File: src/rtl/led_sequencer.sv
// ---------------------------------------------------------------------------
// led_sequencer
//   LED pattern sequencer for the board LED bank. A prescaler produces a
//   one-cycle advance strobe (a clock enable, not a derived clock). Each
//   advance either loads the starting pattern of a newly selected mode or
//   moves the current pattern by one step.
//
//   Modes: 00 binary count, 01 walking one, 10 bounce, 11 bar.
//
// Parameters
//   N_LED     number of LED outputs (>= 2)
//   TICK_DIV  clk cycles per automatic advance (>= 1)
//   PW        width of pos, derived from N_LED (do not override)
//
// Ports
//   clk        system clock, rising edge
//   reset      asynchronous active-low reset
//   enable     1: prescaler drives advances, 0: manual step only
//   direction  1: up / left, 0: down (sampled at advance)
//   mode       display mode (sampled at advance)
//   step       one-cycle manual advance, honoured only when enable=0
//   leds       registered LED pattern
//   pos        position register used by walk / bounce / bar
//   tick       one-cycle pulse in the first cycle new leds are visible
//   wrap       pulse with tick when the step wrapped or reversed
// ---------------------------------------------------------------------------
module led_sequencer #(
    parameter int N_LED    = 16,
    parameter int TICK_DIV = 25000000,
    parameter int PW       = $clog2(N_LED)
) (
    input  logic             clk,
    input  logic             reset,
    input  logic             enable,
    input  logic             direction,
    input  logic [1:0]       mode,
    input  logic             step,
    output logic [N_LED-1:0] leds,
    output logic [PW-1:0]    pos,
    output logic             tick,
    output logic             wrap
);

    localparam logic [1:0] MODE_COUNT  = 2'b00;
    localparam logic [1:0] MODE_WALK   = 2'b01;
    localparam logic [1:0] MODE_BOUNCE = 2'b10;
    localparam logic [1:0] MODE_BAR    = 2'b11;

    localparam logic BDIR_UP   = 1'b1;
    localparam logic BDIR_DOWN = 1'b0;

    // A one-bit prescaler is kept even for TICK_DIV=1; it then never leaves 0
    // and the compare against PS_LAST holds on every enabled cycle.
    localparam int             PSW     = (TICK_DIV > 1) ? $clog2(TICK_DIV) : 1;
    localparam logic [PSW-1:0] PS_LAST = PSW'(TICK_DIV - 1);
    localparam logic [PSW-1:0] PS_ONE  = PSW'(1);

    localparam logic [PW-1:0]    POS_LAST = PW'(N_LED - 1);
    localparam logic [PW-1:0]    POS_ONE  = PW'(1);
    localparam logic [N_LED-1:0] CNT_ONE  = N_LED'(1);

    // -----------------------------------------------------------------------
    // Pattern helpers
    // -----------------------------------------------------------------------
    function automatic logic [N_LED-1:0] onehot_at(input logic [PW-1:0] p);
        logic [N_LED-1:0] o;
        o = '0;
        for (int i = 0; i < N_LED; i++) begin
            o[i] = (PW'(i) == p);
        end
        return o;
    endfunction

    function automatic logic [N_LED-1:0] bar_to(input logic [PW-1:0] p);
        logic [N_LED-1:0] o;
        o = '0;
        for (int i = 0; i < N_LED; i++) begin
            o[i] = (PW'(i) <= p);
        end
        return o;
    endfunction

    // -----------------------------------------------------------------------
    // Prescaler / advance strobe
    // -----------------------------------------------------------------------
    logic [PSW-1:0] prescaler;
    logic           adv;

    always_comb begin
        adv = enable ? (prescaler == PS_LAST) : step;
    end

    // Held at 0 while disabled so re-enabling always gives a full period
    // before the first automatic advance.
    always_ff @(posedge clk or negedge reset) begin
        if (!reset) begin
            prescaler <= '0;
        end else if (!enable || (prescaler == PS_LAST)) begin
            prescaler <= '0;
        end else begin
            prescaler <= prescaler + PS_ONE;
        end
    end

    // -----------------------------------------------------------------------
    // Pattern state
    // -----------------------------------------------------------------------
    logic [N_LED-1:0] count;
    logic             bdir;
    logic [1:0]       mode_r;

    logic [N_LED-1:0] count_nx;
    logic [PW-1:0]    pos_nx;
    logic             bdir_nx;
    logic [1:0]       mode_nx;
    logic [N_LED-1:0] leds_nx;
    logic             wrap_nx;

    // Modulo-N_LED neighbours of pos; N_LED need not be a power of two.
    logic          pos_at_last;
    logic          pos_at_zero;
    logic [PW-1:0] pos_inc;
    logic [PW-1:0] pos_dec;

    always_comb begin
        pos_at_last = (pos == POS_LAST);
        pos_at_zero = (pos == '0);
        pos_inc     = pos_at_last ? '0 : (pos + POS_ONE);
        pos_dec     = pos_at_zero ? POS_LAST : (pos - POS_ONE);
    end

    always_comb begin
        count_nx = count;
        pos_nx   = pos;
        bdir_nx  = bdir;
        mode_nx  = mode_r;
        leds_nx  = leds;
        wrap_nx  = 1'b0;

        if (mode != mode_r) begin
            // Mode switch: restart from the new mode's initial pattern, no step.
            mode_nx  = mode;
            count_nx = '0;
            pos_nx   = '0;
            bdir_nx  = BDIR_UP;
            leds_nx  = (mode == MODE_COUNT) ? '0 : onehot_at('0);
        end else begin
            case (mode_r)
                MODE_COUNT: begin
                    if (direction) begin
                        count_nx = count + CNT_ONE;
                        wrap_nx  = &count;
                    end else begin
                        count_nx = count - CNT_ONE;
                        wrap_nx  = (count == '0);
                    end
                    leds_nx = count_nx;
                end

                MODE_WALK: begin
                    pos_nx  = direction ? pos_inc : pos_dec;
                    wrap_nx = direction ? pos_at_last : pos_at_zero;
                    leds_nx = onehot_at(pos_nx);
                end

                MODE_BOUNCE: begin
                    // Reversal happens on the step leaving an end, so each end
                    // is shown exactly once per sweep.
                    if (bdir == BDIR_UP) begin
                        if (pos_at_last) begin
                            bdir_nx = BDIR_DOWN;
                            pos_nx  = pos - POS_ONE;
                            wrap_nx = 1'b1;
                        end else begin
                            pos_nx = pos + POS_ONE;
                        end
                    end else begin
                        if (pos_at_zero) begin
                            bdir_nx = BDIR_UP;
                            pos_nx  = POS_ONE;
                            wrap_nx = 1'b1;
                        end else begin
                            pos_nx = pos - POS_ONE;
                        end
                    end
                    leds_nx = onehot_at(pos_nx);
                end

                default: begin // MODE_BAR
                    pos_nx  = direction ? pos_inc : pos_dec;
                    wrap_nx = direction ? pos_at_last : pos_at_zero;
                    leds_nx = bar_to(pos_nx);
                end
            endcase
        end
    end

    always_ff @(posedge clk or negedge reset) begin
        if (!reset) begin
            count  <= '0;
            pos    <= '0;
            bdir   <= BDIR_UP;
            mode_r <= MODE_COUNT;
            leds   <= '0;
            tick   <= 1'b0;
            wrap   <= 1'b0;
        end else begin
            tick <= adv;
            wrap <= adv & wrap_nx;
            if (adv) begin
                count  <= count_nx;
                pos    <= pos_nx;
                bdir   <= bdir_nx;
                mode_r <= mode_nx;
                leds   <= leds_nx;
            end
        end
    end

endmodule

File: config.mk
export PLATFORM = sky130hd
export DESIGN_NAME = led_sequencer
export DESIGN_NICKNAME = d
export VERILOG_FILES = /design/src/rtl/led_sequencer.sv
export SDC_FILE = /design/constraint.sdc
export NUM_CORES = 1
export LEC_CHECK = 0
export ABC_AREA = 1
export ABC_CLOCK_PERIOD_IN_PS = 2400
export BUFFER_PORTS_ARGS = -buffer_cell sky130_fd_sc_hd__buf_2
export CORE_ASPECT_RATIO = 0.6
export CORE_MARGIN = 2
export CORE_UTILIZATION = 45
export DETAILED_ROUTE_END_ITERATION = 10
export PLACE_DENSITY = 0.71
export SETUP_SLACK_MARGIN = 0.5
export SLEW_MARGIN = 20
export SYNTH_ARGS = -nofsm -noshare
export SYNTH_HDL_FRONTEND = slang
export SYNTH_SLANG_ARGS = --single-unit
File: constraint.sdc
create_clock -name clk -period 2.4 [get_ports clk]
set_input_delay 0.12 -clock clk [delete_from_list [all_inputs] [get_ports clk]]
set_output_delay 0.12 -clock clk [all_outputs]
set_load 0.005 [all_outputs]
==> results.tsv, run 1 <==
stage	metric	value	unit
status	status	finished clean	
worst_hold_path	worst hold path type	in -> reg	
placed_design	detailed placement HPWL	10.9	mm
sta	Worst slew margin	57.4	%
setup_path	Worst R2R Path Depth	12	
global_routing	largest net degree at the start of global routing	67	
layout	Reg area	1660	um2
setup_path	CP arrival	2250	ps
setup_path	R2R setup slack	360	ps
synthesis	mux contribution to synthesized area	0	%
clocking	maximum buffer depth of the clock tree	2	
die	Die Y	84.3	um
detailed_routing	DRT Wirelength	17.0	mm
sta	FMAX	491	MHz
clocking	Root Buffer	clkbuf_16	
synthesis	Post-Synth Adder-Cell Area	4.81	%
sta	Tmin final	2040	ps
synthesis	register area share after synthesis	34.2	%
sta	period utilisation layout	84.9	%
placed_design	global placement routability congestion	1.01	
synthesis	average cell area after synthesis	6.78	um2
power_and_ir_drop	P per Cell Area	729	nW/um2
worst_hold_path	hold path endpoint	mode_r[0]	
sta	Worst Tran Pin Value	633	ps
global_routing	first-pass GRT wire length	23.5	mm
global_routing	initial antenna violation count	0	
setup_path	worst setup path class	reg -> reg	
setup_path	reg2reg end	leds[3]	
clocking	clk sink count	66	
sta	Slew Viols, Final	0	
global_routing	vias in the first global route	4574	
layout	multi-input logic area	3430	um2
detailed_routing	Final ANT Viol Nets	0	
detailed_routing	via count	5465	
layout	Fill cells	860	
global_routing	total gr overflow	0	
synthesis	async set-reset flop share out of synthesis	100	%
detailed_routing	Avg WL per Cell	18.0	um
die	Core ar.	10500	um2
worst_hold_path	hold path cells	3	
die	die width	138	um
sta	total negative slack	0	ps
synthesis	Mapped Nets	738	
power_and_ir_drop	Peak VDD IR	0.461	mV
synthesis	Synth Area in Simple Gates	38.9	%
setup_path	crit path launch type	flop	
detailed_routing	routed vias/inst	5.79	
layout	fin cells	944	
worst_hold_path	Hold Startpoint	mode[0]	
clocking	clk slew on worst S/H paths	60	ps
setup_path	WP data required	2610	ps
setup_path	critical path fanouts, max	5	
synthesis	Synth Area in XOR/XNOR	2.54	%
sta	endpoints failing setup	0	
synthesis	Compound-Gate Fraction of Synth Area	11.4	%
layout	antenna cells	0	
placed_design	# port buffers	28	
clocking	CTS tree	done	
die	full die area	11600	um2
sta	clk_skew	9.73	ps
synthesis	Cell variety after synth	43	
sta	RSZ-0062 raised after global routing	true	
detailed_routing	drt pass-1 iters	6	
global_routing	GRT Util Overall	26.3	%
setup_path	Setup crit end kind	flop	
synthesis	ys flop type	dfrtp_1	
synthesis	Ys Warns	0	
layout	layout cell share with drive strength beyond 1	30.3	%
die	starting density of the core	46.0	%
die	IO Pins	29	
sta	final hold violation count	0	
setup_path	worst flop-to-flop path startpoint	pos[0]	
synthesis	Syn Std Cell Area	4840	um2
synthesis	Post-Syn Instances	713	
layout	Layout Area Growth over Synthesis	36.8	%
placed_design	placed cells	877	
synthesis	main combinational cell family by area after synthesis	simple AND/OR/NAND/NOR gates	
clocking	clk_lat worst skew	340	ps
clocking	CTS H-tree lvls	3	
detailed_routing	DRC Markers	0	
clocking	CTS Buf Count	9	
layout	nets	825	
power_and_ir_drop	Leak	3.18	nW
detailed_routing	initial drt markers	885	
die	number of placement rows	29	
synthesis	flops & latches, synth	66	
job	Max Cap Viol	0	
synthesis	Post-synth EDFFs	0	
[placed cells by master (no fill, tap or decap), drive strengths merged]
cell,instances
nand3,63
a31oi,2
clkinvlp,2
xor2,11
o211ai,2
nand2,226
dfstp,1
a211oi,3
dlymetal6s2s,1
nand4,19
dlygate4sd3,1
o22ai,10
dfrtp,65
and3,1
buf,82
clkbuf,13
clkinv,1
nor2,85
fa,1
inv,86
nand3b,4
nor4,6
o21a,4
ha,17
a21oi,39
a221oi,1
o21ai,31
o21bai,1
xnor2,3
bufinv,2
nor3,22
[routing by layer]
layer | up-vias | global-route usage (%) | wire length, um
met5 | - | 0 | 0
met4 | 0 | 5.84 | 315
met3 | 50 | 8.27 | 2130
met2 | 369 | 33.4 | 6710
met1 | 2517 | 42.2 | 7800
li1 | 2529 | - | -
[critical path: stages, from the launching register on]
cell and delay, ps:
dfrtp_2 460, ha_4 190, nand2_1 120, nand2_1 140
nand2_2 110, o21ai_4 80, buf_12 150, nand2_4 110
inv_4 50, nand2_1 60, nand3_1 70, o21ai_1 270
nand2_1 80
[cells by family (layout without fill, tap and decap cells)]
logic type,after synthesis,after routing
adders and majority gates,18,18
DFF,66,66
and+or+nand+nor,425,426
AOI/OAI and AO/OA,92,93
xor gates and xnor gates,14,14
buffers and inverters,98,188
[cell usage after synthesis, types with 6 or more instances]
library cell  count  area share (%)
a21oi_1          36             3.7
dfrtp_1          65              34
ha_1             17             4.4
inv_1            83             6.4
nand2_1         218              17
nand2_2           6            0.78
nand3_1          60             6.2
nand4_1          19             2.5
nor2_1           77             6.0
nor3_1           18             1.9
nor4_1            6            0.78
o21ai_0          25             2.6
o22ai_1           9             1.2
xor2_1           11             2.0
[final cells by class]
class | count | share of cell area (%)
Clock buffer | 12 | 3.73
Clock inverter | 4 | 1.12
Inverter | 87 | 5.31
Multi-Input combinational cell | 551 | 51.8
Sequential cell | 66 | 25.1
Tap cell | 139 | 2.63
Timing Repair Buffer | 85 | 10.2
[state kept, by name, indices dropped and copies added (netlist names)]
register and flops:
mode_r 2, wrap 1, pos 4, tick 1, bdir 1, leds 16, count 16, prescaler 25
[where the power goes]
group / internal, mW / switching (mW) / leakage [nW]
logic: 0.771 / 1.27 / 2.14
registers: 1.22 / 0.116 / 0.887
clock network: 0.941 / 0.505 / 0.157
total: 2.93 / 1.89 / 3.18
[timing repair]
| action | CTS | global route |
|---|---|---|
| cloned | 1 | 2 |
| pin swaps | 8 | 49 |
| endpoints found under the hold margin | 65 | 0 |
| resized for setup | 38 | 139 |
| setup endpoints to repair | 39 | 56 |
| setup buffers | 15 | 32 |
| hold buffers | 1 | 0 |
[through the flow]
step	worst slack (ps)	total power, mW	util (%)	hold slack [ps]	instance area, um2
after global routing	327	5.03	62.9	83.5	6620
after floorplan	571	2.26	-	-176	4840
final	362	4.83	62.9	43.5	6620
after global placement	156	2.64	49.0	168	5160
after CTS	471	4.23	54.7	40.9	5760
after detailed placement	148	2.65	49.0	172	5160
[worst max-delay path by stage]
stage / startpoint / endpoint / slack [ps] / depth (start not counted)
finish: pos[0] / leds[3] / 360 / 12
floorplan: pos[0] / leds[11] / 570 / 11
CTS: pos[0] / leds[1] / 470 / 12
global route: pos[1] / leds[10] / 330 / 13
detailed placement: pos[0] / leds[15] / 150 / 11
global placement: pos[0] / leds[13] / 160 / 11
(Power assumes the default switching activity.)
==> run 2: changes to the inputs <==
--- a/config.mk
+++ b/config.mk
@@ -6,7 +6,7 @@
 export NUM_CORES = 1
 export LEC_CHECK = 0
 export ABC_AREA = 1
-export ABC_CLOCK_PERIOD_IN_PS = 2400
+export ABC_CLOCK_PERIOD_IN_PS = 1900
 export BUFFER_PORTS_ARGS = -buffer_cell sky130_fd_sc_hd__buf_2
 export CORE_ASPECT_RATIO = 0.6
 export CORE_MARGIN = 2
==> constraint.sdc (replaced) <==
create_clock -name clk -period 1.9 [get_ports clk]
set_input_delay 0.095 -clock clk [delete_from_list [all_inputs] [get_ports clk]]
set_output_delay 0.095 -clock clk [all_outputs]
set_load 0.005 [all_outputs]
==> results.tsv, run 2 (synthesized netlist as in run 1, its figures left out) <==
stage	metric	value	unit	change
setup_path	total stage count of the critical path	11		-1
setup_path	critical path's slowest cell	dfrtp_1		
status	violated checks	negative setup slack		
sta	final hold violation count	0		unchanged
power_and_ir_drop	P per Cell Area	880	nW/um2	+21%
detailed_routing	Avg WL per Cell	19.6	um	+8.9%
layout	post-layout utilization of the core	72.3	%	+9.4 points
layout	antenna cells	0		unchanged
die	number of placement rows	29		unchanged
layout	max reg flops	25		unchanged
die	die width	138	um	unchanged
sta	endpoints failing setup	20		+20
layout	Fill cells	751		-13%
setup_path	Worst R2R Path Depth	11		-1
setup_path	Setup crit start	prescaler[0]		
setup_path	critical path fanouts, max	3		-2
worst_hold_path	worst hold path type	in -> reg		
status	status	complete, but fails checks		
worst_hold_path	Hold Startpoint	mode[0]		
layout	layout cell share with drive strength beyond 1	48.8	%	+18 points
detailed_routing	drt pass-1 iters	6		unchanged
setup_path	crit path launch type	flop		
power_and_ir_drop	Overall Power	6.69	mW	+39%
sta	RSZ-0062 raised after global routing	true		
sta	period utilisation layout	106	%	+21 points
die	Core ar.	10500	um2	unchanged
setup_path	crit path capture	prescaler[16]		
layout	fin cells	994		+5.3%
clocking	Root Buffer	clkbuf_16		
placed_design	placed cells	899		+2.5%
layout	most common cell after layout, fill and taps aside	nand2_1		
clocking	clk_lat worst skew	330	ps	about the same
sta	setup ws final	-112	ps	-474 ps
setup_path	worst setup path class	reg -> reg		
placed_design	# port buffers	28		unchanged
detailed_routing	DRC Markers	0		unchanged
detailed_routing	routed vias/inst	5.88		+1.6%
power_and_ir_drop	Leak	3.61	nW	+14%
setup_path	WP data required	2110	ps	-500 ps
setup_path	CP delay by family, top	simple AND/OR/NAND/NOR gates		
global_routing	initial antenna violation count	0		unchanged
die	IO Pins	29		unchanged
detailed_routing	via count	5846		+7.0%
sta	total negative slack	-502	ps	-502 ps
clocking	clk slew on worst S/H paths	60	ps	about the same
global_routing	first-pass GRT wire length	27.3	mm	+16%
layout	nets	875		+6.1%
detailed_routing	Final ANT Viol Nets	0		unchanged
sta	Slew Viols, Final	0		unchanged
setup_path	Setup crit end kind	flop		
sta	clk_skew	7.18	ps	-2.54 ps
layout	multi-input logic area	3970	um2	+16%
setup_path	worst flop-to-flop path startpoint	prescaler[0]		
sta	Tmin final	2010	ps	-26.0 ps
sta	Worst slew margin	66.1	%	+8.6 points
global_routing	largest net degree at the start of global routing	67		unchanged
layout	Layout Area Growth over Synthesis	57.2	%	
layout	Top reg by flops	prescaler		
clocking	maximum buffer depth of the clock tree	2		unchanged
die	Die Y	84.3	um	unchanged
layout	Reg area	1660	um2	about the same
global_routing	vias in the first global route	5228		+14%
placed_design	global placement routability congestion	1.11		+9.8%
setup_path	CP cell instances	ha_2 -> nand2_2 -> nor2_4 -> buf_4 -> buf_6 -> nand3_4 -> nor2_4 -> nand4_1 -> buf_4 -> nor3_1 -> nor3_1		
setup_path	CP Buf/Inv Count	3		+1
setup_path	R2R setup slack	-110	ps	-470 ps
layout	Largest regs	prescaler (25), count (16), leds (16)		
clocking	CTS H-tree lvls	3		unchanged
global_routing	total gr overflow	0		unchanged
detailed_routing	initial drt markers	770		-13%
clocking	CTS tree	done		
job	Max Cap Viol	0		unchanged
setup_path	CP arrival	2220	ps	-30 ps
setup_path	reg2reg end	prescaler[16]		
global_routing	GRT Util Overall	30.5	%	+4.3 points
power_and_ir_drop	Peak VDD IR	0.633	mV	+37%
sta	Worst Tran Pin Value	504	ps	-129 ps
clocking	clk sink count	66		unchanged
clocking	CTS Buf Count	9		unchanged
detailed_routing	DRT Wirelength	19.4	mm	+15%
sta	FMAX	497	MHz	+1.3%
die	full die area	11600	um2	unchanged
layout	commonest non-fill, non-tap cells in the layout	148 x nand2_1, 82 x buf_4, 59 x nand2_2		
die	starting density of the core	46.0	%	unchanged
placed_design	detailed placement HPWL	11.8	mm	+8.4%
setup_path	largest stage delay on the critical path	380	ps	-80 ps
## run 2: cell types whose count changed in the layout (fill, tap and decap cells not counted), moves of 8 or more
cell	change
buf_6	+12
nand2_1	-44
inv_1	-14
inv_2	+14
a21oi_1	-11
o21ai_0	-12
buf_4	+39
nor2_1	-8
nand3_1	-16
nand2_2	+35
nand3_2	+14
o21ai_2	+9
## run 2: worst reg2reg max path: cells and delay by family (launching register included)
kind	cells	cell delay, ps
adder cells (fa/ha/maj)	1	220
flip-flops	1	380
buffers and inverters	3	430
AND/OR/NAND/NOR	7	870
## run 2: how the worst min path moves through the flow
stage                 to  slack (ps)  cells after the start
2_1_floorplan   count[0]        -200                      0
3_3_place_gp      pos[2]         140                      2
3_5_place_dp   mode_r[1]         140                      2
4_1_cts        mode_r[1]          40                      3
5_1_grt        mode_r[0]          30                      3
6_report       mode_r[0]          20                      3
## run 2: stage by stage
| stage | hold WS (ps) | setup slack [ps] | area [um2] |
|---|---|---|---|
| 2_1_floorplan | -201 | 230 | 5040 |
| 3_3_place_gp | 138 | -137 | 5530 |
| 5_1_grt | 29.7 | -164 | 7600 |
| 3_5_place_dp | 144 | -126 | 5530 |
| 4_1_cts | 44.6 | 62.0 | 6760 |
| 6_report | 22.8 | -112 | 7600 |
## run 2: power by group
| part | total, mW | switching, mW | internal, mW |
|---|---|---|---|
| Clock | 1.85 | 0.661 | 1.19 |
| Combinational | 3.16 | 1.91 | 1.25 |
| Sequential | 1.68 | 0.139 | 1.54 |
| Total | 6.69 | 2.71 | 3.98 |
## run 2: repair_timing
| action | in CTS | in global routing |
|---|---|---|
| setup endpoints to repair | 65 | 66 |
| hold buffers | 1 | 0 |
| cloned | 0 | 1 |
| setup buffers | 42 | 35 |
| hold endpoints to repair | 65 | 0 |
| resized for setup | 141 | 152 |
| pin swaps | 48 | 64 |
## run 2: cell type report
class | count | share of cell area [%]
Clock buffer | 10 | 3.14
Clock inverter | 6 | 1.18
Inverter | 87 | 4.76
Multi-Input combinational cell | 549 | 52.2
Sequential cell | 66 | 21.9
Tap cell | 139 | 2.29
Timing Repair Buffer | 137 | 14.6
## run 2: per-layer routing
layer  track usage [%]  vias up  share of wire (%)
li1                  -     2638                  -
met1              47.7     2787                 44
met2              42.7      351                 42
met3              6.82       70                 11
met4              6.40        0                3.2
met5                 0        -                  0
==> run 3: changes to the inputs <==
--- a/config.mk
+++ b/config.mk
@@ -8,12 +8,15 @@
 export ABC_AREA = 1
 export ABC_CLOCK_PERIOD_IN_PS = 1900
 export BUFFER_PORTS_ARGS = -buffer_cell sky130_fd_sc_hd__buf_2
+export CELL_PAD_IN_SITES_DETAIL_PLACEMENT = 1
+export CELL_PAD_IN_SITES_GLOBAL_PLACEMENT = 2
 export CORE_ASPECT_RATIO = 0.6
 export CORE_MARGIN = 2
-export CORE_UTILIZATION = 45
+export CORE_UTILIZATION = 35
+export CTS_BUF_LIST = sky130_fd_sc_hd__clkbuf_16
 export DETAILED_ROUTE_END_ITERATION = 10
-export PLACE_DENSITY = 0.71
-export SETUP_SLACK_MARGIN = 0.5
+export PLACE_DENSITY = 0.9
+export SETUP_SLACK_MARGIN = 0.15
 export SLEW_MARGIN = 20
 export SYNTH_ARGS = -nofsm -noshare
 export SYNTH_HDL_FRONTEND = slang
==> results.tsv, run 3 (synthesized netlist as in run 1, its figures left out) <==
stage	metric	value	unit	change
status	status	complete, but fails checks		
status	violated checks	negative setup slack		
global_routing	total gr overflow	0		unchanged
layout	Reg area	1660	um2	-0.30%
detailed_routing	Avg WL per Cell	22.4	um	+14%
sta	Tmin final	2070	ps	+54.6 ps
layout	Largest regs	prescaler (25), count (16), leds (16)		
setup_path	WP data required	2130	ps	+20 ps
layout	Layout Area Growth over Synthesis	58.3	%	
layout	most common cell after layout, fill and taps aside	nand2_1		
die	starting density of the core	35.6	%	-10 points
power_and_ir_drop	sw frac	42.7	%	+2.2 points
placed_design	pre-CTS worst setup slack	-206	ps	-80.5 ps
clocking	maximum buffer depth of the clock tree	2		unchanged
global_routing	first-pass GRT wire length	32.1	mm	+18%
die	die width	156	um	+13%
setup_path	CP most frequent cell	nand2_1		
power_and_ir_drop	clock network fraction of total power	25.3	%	-2.3 points
layout	multi-input logic area	3880	um2	-2.3%
clocking	CTS tree	done		
placed_design	Cell Area, Placed	5820	um2	+5.3%
detailed_routing	routed vias/inst	5.62		-4.4%
power_and_ir_drop	Logic pwr share	49.7	%	+2.4 points
layout	Top reg by flops	prescaler		
die	IO Pins	29		unchanged
clocking	Root Buffer	clkbuf_16		
setup_path	CP arrival	2300	ps	+80 ps
global_routing	vias in the first global route	5718		+9.4%
setup_path	worst setup path class	reg -> reg		
power_and_ir_drop	Overall Power	6.85	mW	+2.3%
clocking	clk slew on worst S/H paths	60	ps	about the same
sta	Worst Tran Pin Value	687	ps	+184 ps
power_and_ir_drop	Reg power frac	25.0	%	about the same
global_routing	initial antenna violation count	0		unchanged
detailed_routing	drt pass-1 iters	5		-1
setup_path	critical path's slowest cell	dfrtp_1		
setup_path	critical path fanouts, max	7		+4
setup_path	Setup crit end kind	flop		
clocking	CTS H-tree lvls	3		unchanged
sta	Slew Viols, Final	0		unchanged
clocking	clk sink count	66		unchanged
setup_path	CP Buf/Inv Count	2		-1
sta	Worst slew margin	53.8	%	-12 points
detailed_routing	DRC Markers	0		unchanged
power_and_ir_drop	Leak	3.66	nW	+1.2%
sta	endpoints failing setup	32		+60%
layout	post-layout utilization of the core	56.4	%	-16 points
sta	final hold violation count	0		unchanged
placed_design	detailed placement HPWL	14.8	mm	+26%
die	Core ar.	13600	um2	+29%
clocking	clk_lat worst skew	350	ps	+20 ps
setup_path	CP cell instances	nand2_1 -> nor3_2 -> nand2_2 -> nor2_4 -> nand3_2 -> nand2_4 -> inv_6 -> a21oi_4 -> inv_4 -> nand2_1 -> nand2_1		
die	Die Y	95.1	um	+13%
detailed_routing	initial drt markers	424		-45%
setup_path	CP delay by family, top	simple AND/OR/NAND/NOR gates		
detailed_routing	DRT Wirelength	23.5	mm	+21%
layout	max reg flops	25		unchanged
die	full die area	14800	um2	+27%
setup_path	crit path launch type	flop		
power_and_ir_drop	internal power	3.92	mW	-1.5%
sta	FMAX	484	MHz	-2.6%
layout	layout cell share with drive strength beyond 1	45.8	%	-3.0 points
detailed_routing	via count	5897		+0.87%
placed_design	global placement routability congestion	0.958		-14%
sta	setup ws final	-167	ps	-54.6 ps
job	Max Cap Viol	0		unchanged
sta	period utilisation layout	109	%	+2.9 points
clocking	CTS Buf Count	9		unchanged
worst_hold_path	worst hold path type	in -> reg		
setup_path	largest stage delay on the critical path	480	ps	+100 ps
layout	antenna cells	0		unchanged
detailed_routing	Final ANT Viol Nets	0		unchanged
layout	fin area	7650	um2	+0.67%
layout	Fill cells	1657		+120%
global_routing	largest net degree at the start of global routing	47		-30%
power_and_ir_drop	P per Cell Area	894	nW/um2	+1.6%
global_routing	GRT Util Overall	28.5	%	-2.1 points
power_and_ir_drop	net switching power figure	2.92	mW	+7.9%
sta	clk_skew	7.82	ps	+0.640 ps
layout	nets	894		+2.2%
layout	commonest non-fill, non-tap cells in the layout	163 x nand2_1, 107 x buf_4, 65 x inv_1		
sta	RSZ-0062 raised after global routing	true		
placed_design	# port buffers	28		unchanged
power_and_ir_drop	Peak VDD IR	0.587	mV	-7.2%
die	number of placement rows	33		+14%
[run 3: changes by cell type in the layout (fill, tap and decap cells not counted), moves of 4 or more]
cell     previous run  this run
buf_4              82       107
nand2_1           148       163
nand2_2            59        47
inv_1              57        65
inv_2              23        15
nand3_1            29        37
nand3_2            26        18
buf_6              18        12
dfrtp_1            56        60
dfrtp_2             9         5
[run 3: path summary, 6_finish.rpt]
check,from,to,slack (ps),depth (start not counted)
min,mode[0],mode_r[0],60,3
max reg2reg,prescaler[5],count[15],-170,11
max in group asynchronous,reset,bdir,1310,3
max,prescaler[5],count[15],-170,11
min in group asynchronous,reset,prescaler[16],290,3
min reg2reg,leds[15],leds[15],470,2
[run 3: layer usage]
metal  track usage, %  wire (um)
met1             42.7      10900
met2             41.8      10500
met3             5.50       1570
met4             7.11        410
met5                0          0
[run 3: cell type report]
| type | count | area share [%] |
|---|---|---|
| well taps | 175 | 2.86 |
| clock inverters | 7 | 0.899 |
| flip-flops and latches | 66 | 21.7 |
| inverters | 87 | 4.54 |
| clock buffers | 9 | 2.94 |
| multi-input cells | 549 | 50.6 |
| repair buffers | 156 | 16.4 |
[run 3: repair_timing]
| item | in CTS | in global routing |
|---|---|---|
| gates resized for setup | 192 | 95 |
| pin swaps | 61 | 57 |
| gates cloned | 0 | 2 |
| endpoints found under the hold margin | 65 | 0 |
| hold buffers | 1 | 0 |
| buffers inserted | 26 | 16 |
| setup endpoints to repair | 45 | 62 |
[run 3: per-stage QoR]
step,setup TNS (ps),std cells,hold WS (ps)
floorplan,0,713,-201
global placement,-1050,988,110
detailed placement,-2420,988,119
CTS,-1.03,1031,38.2
global route,-5050,1049,52.8
finish,-2990,1049,63.7
[run 3: power by group through the flow]
stage          Sequential [mW]  Clock, mW  Combinational (mW)
2_1_floorplan             1.66          0                1.21
3_3_place_gp              1.68          0                2.01
3_5_place_dp              1.69          0                2.08
5_1_grt                   1.72       1.80                3.58
4_1_cts                   1.70       1.72                2.82
6_report                  1.71       1.73                3.40
[run 3: worst min-delay path, delay by kind of cell]
kind	cells	cell delay (ps)
compound gates	1	70
buf+inv	1	130
simple gates	1	80
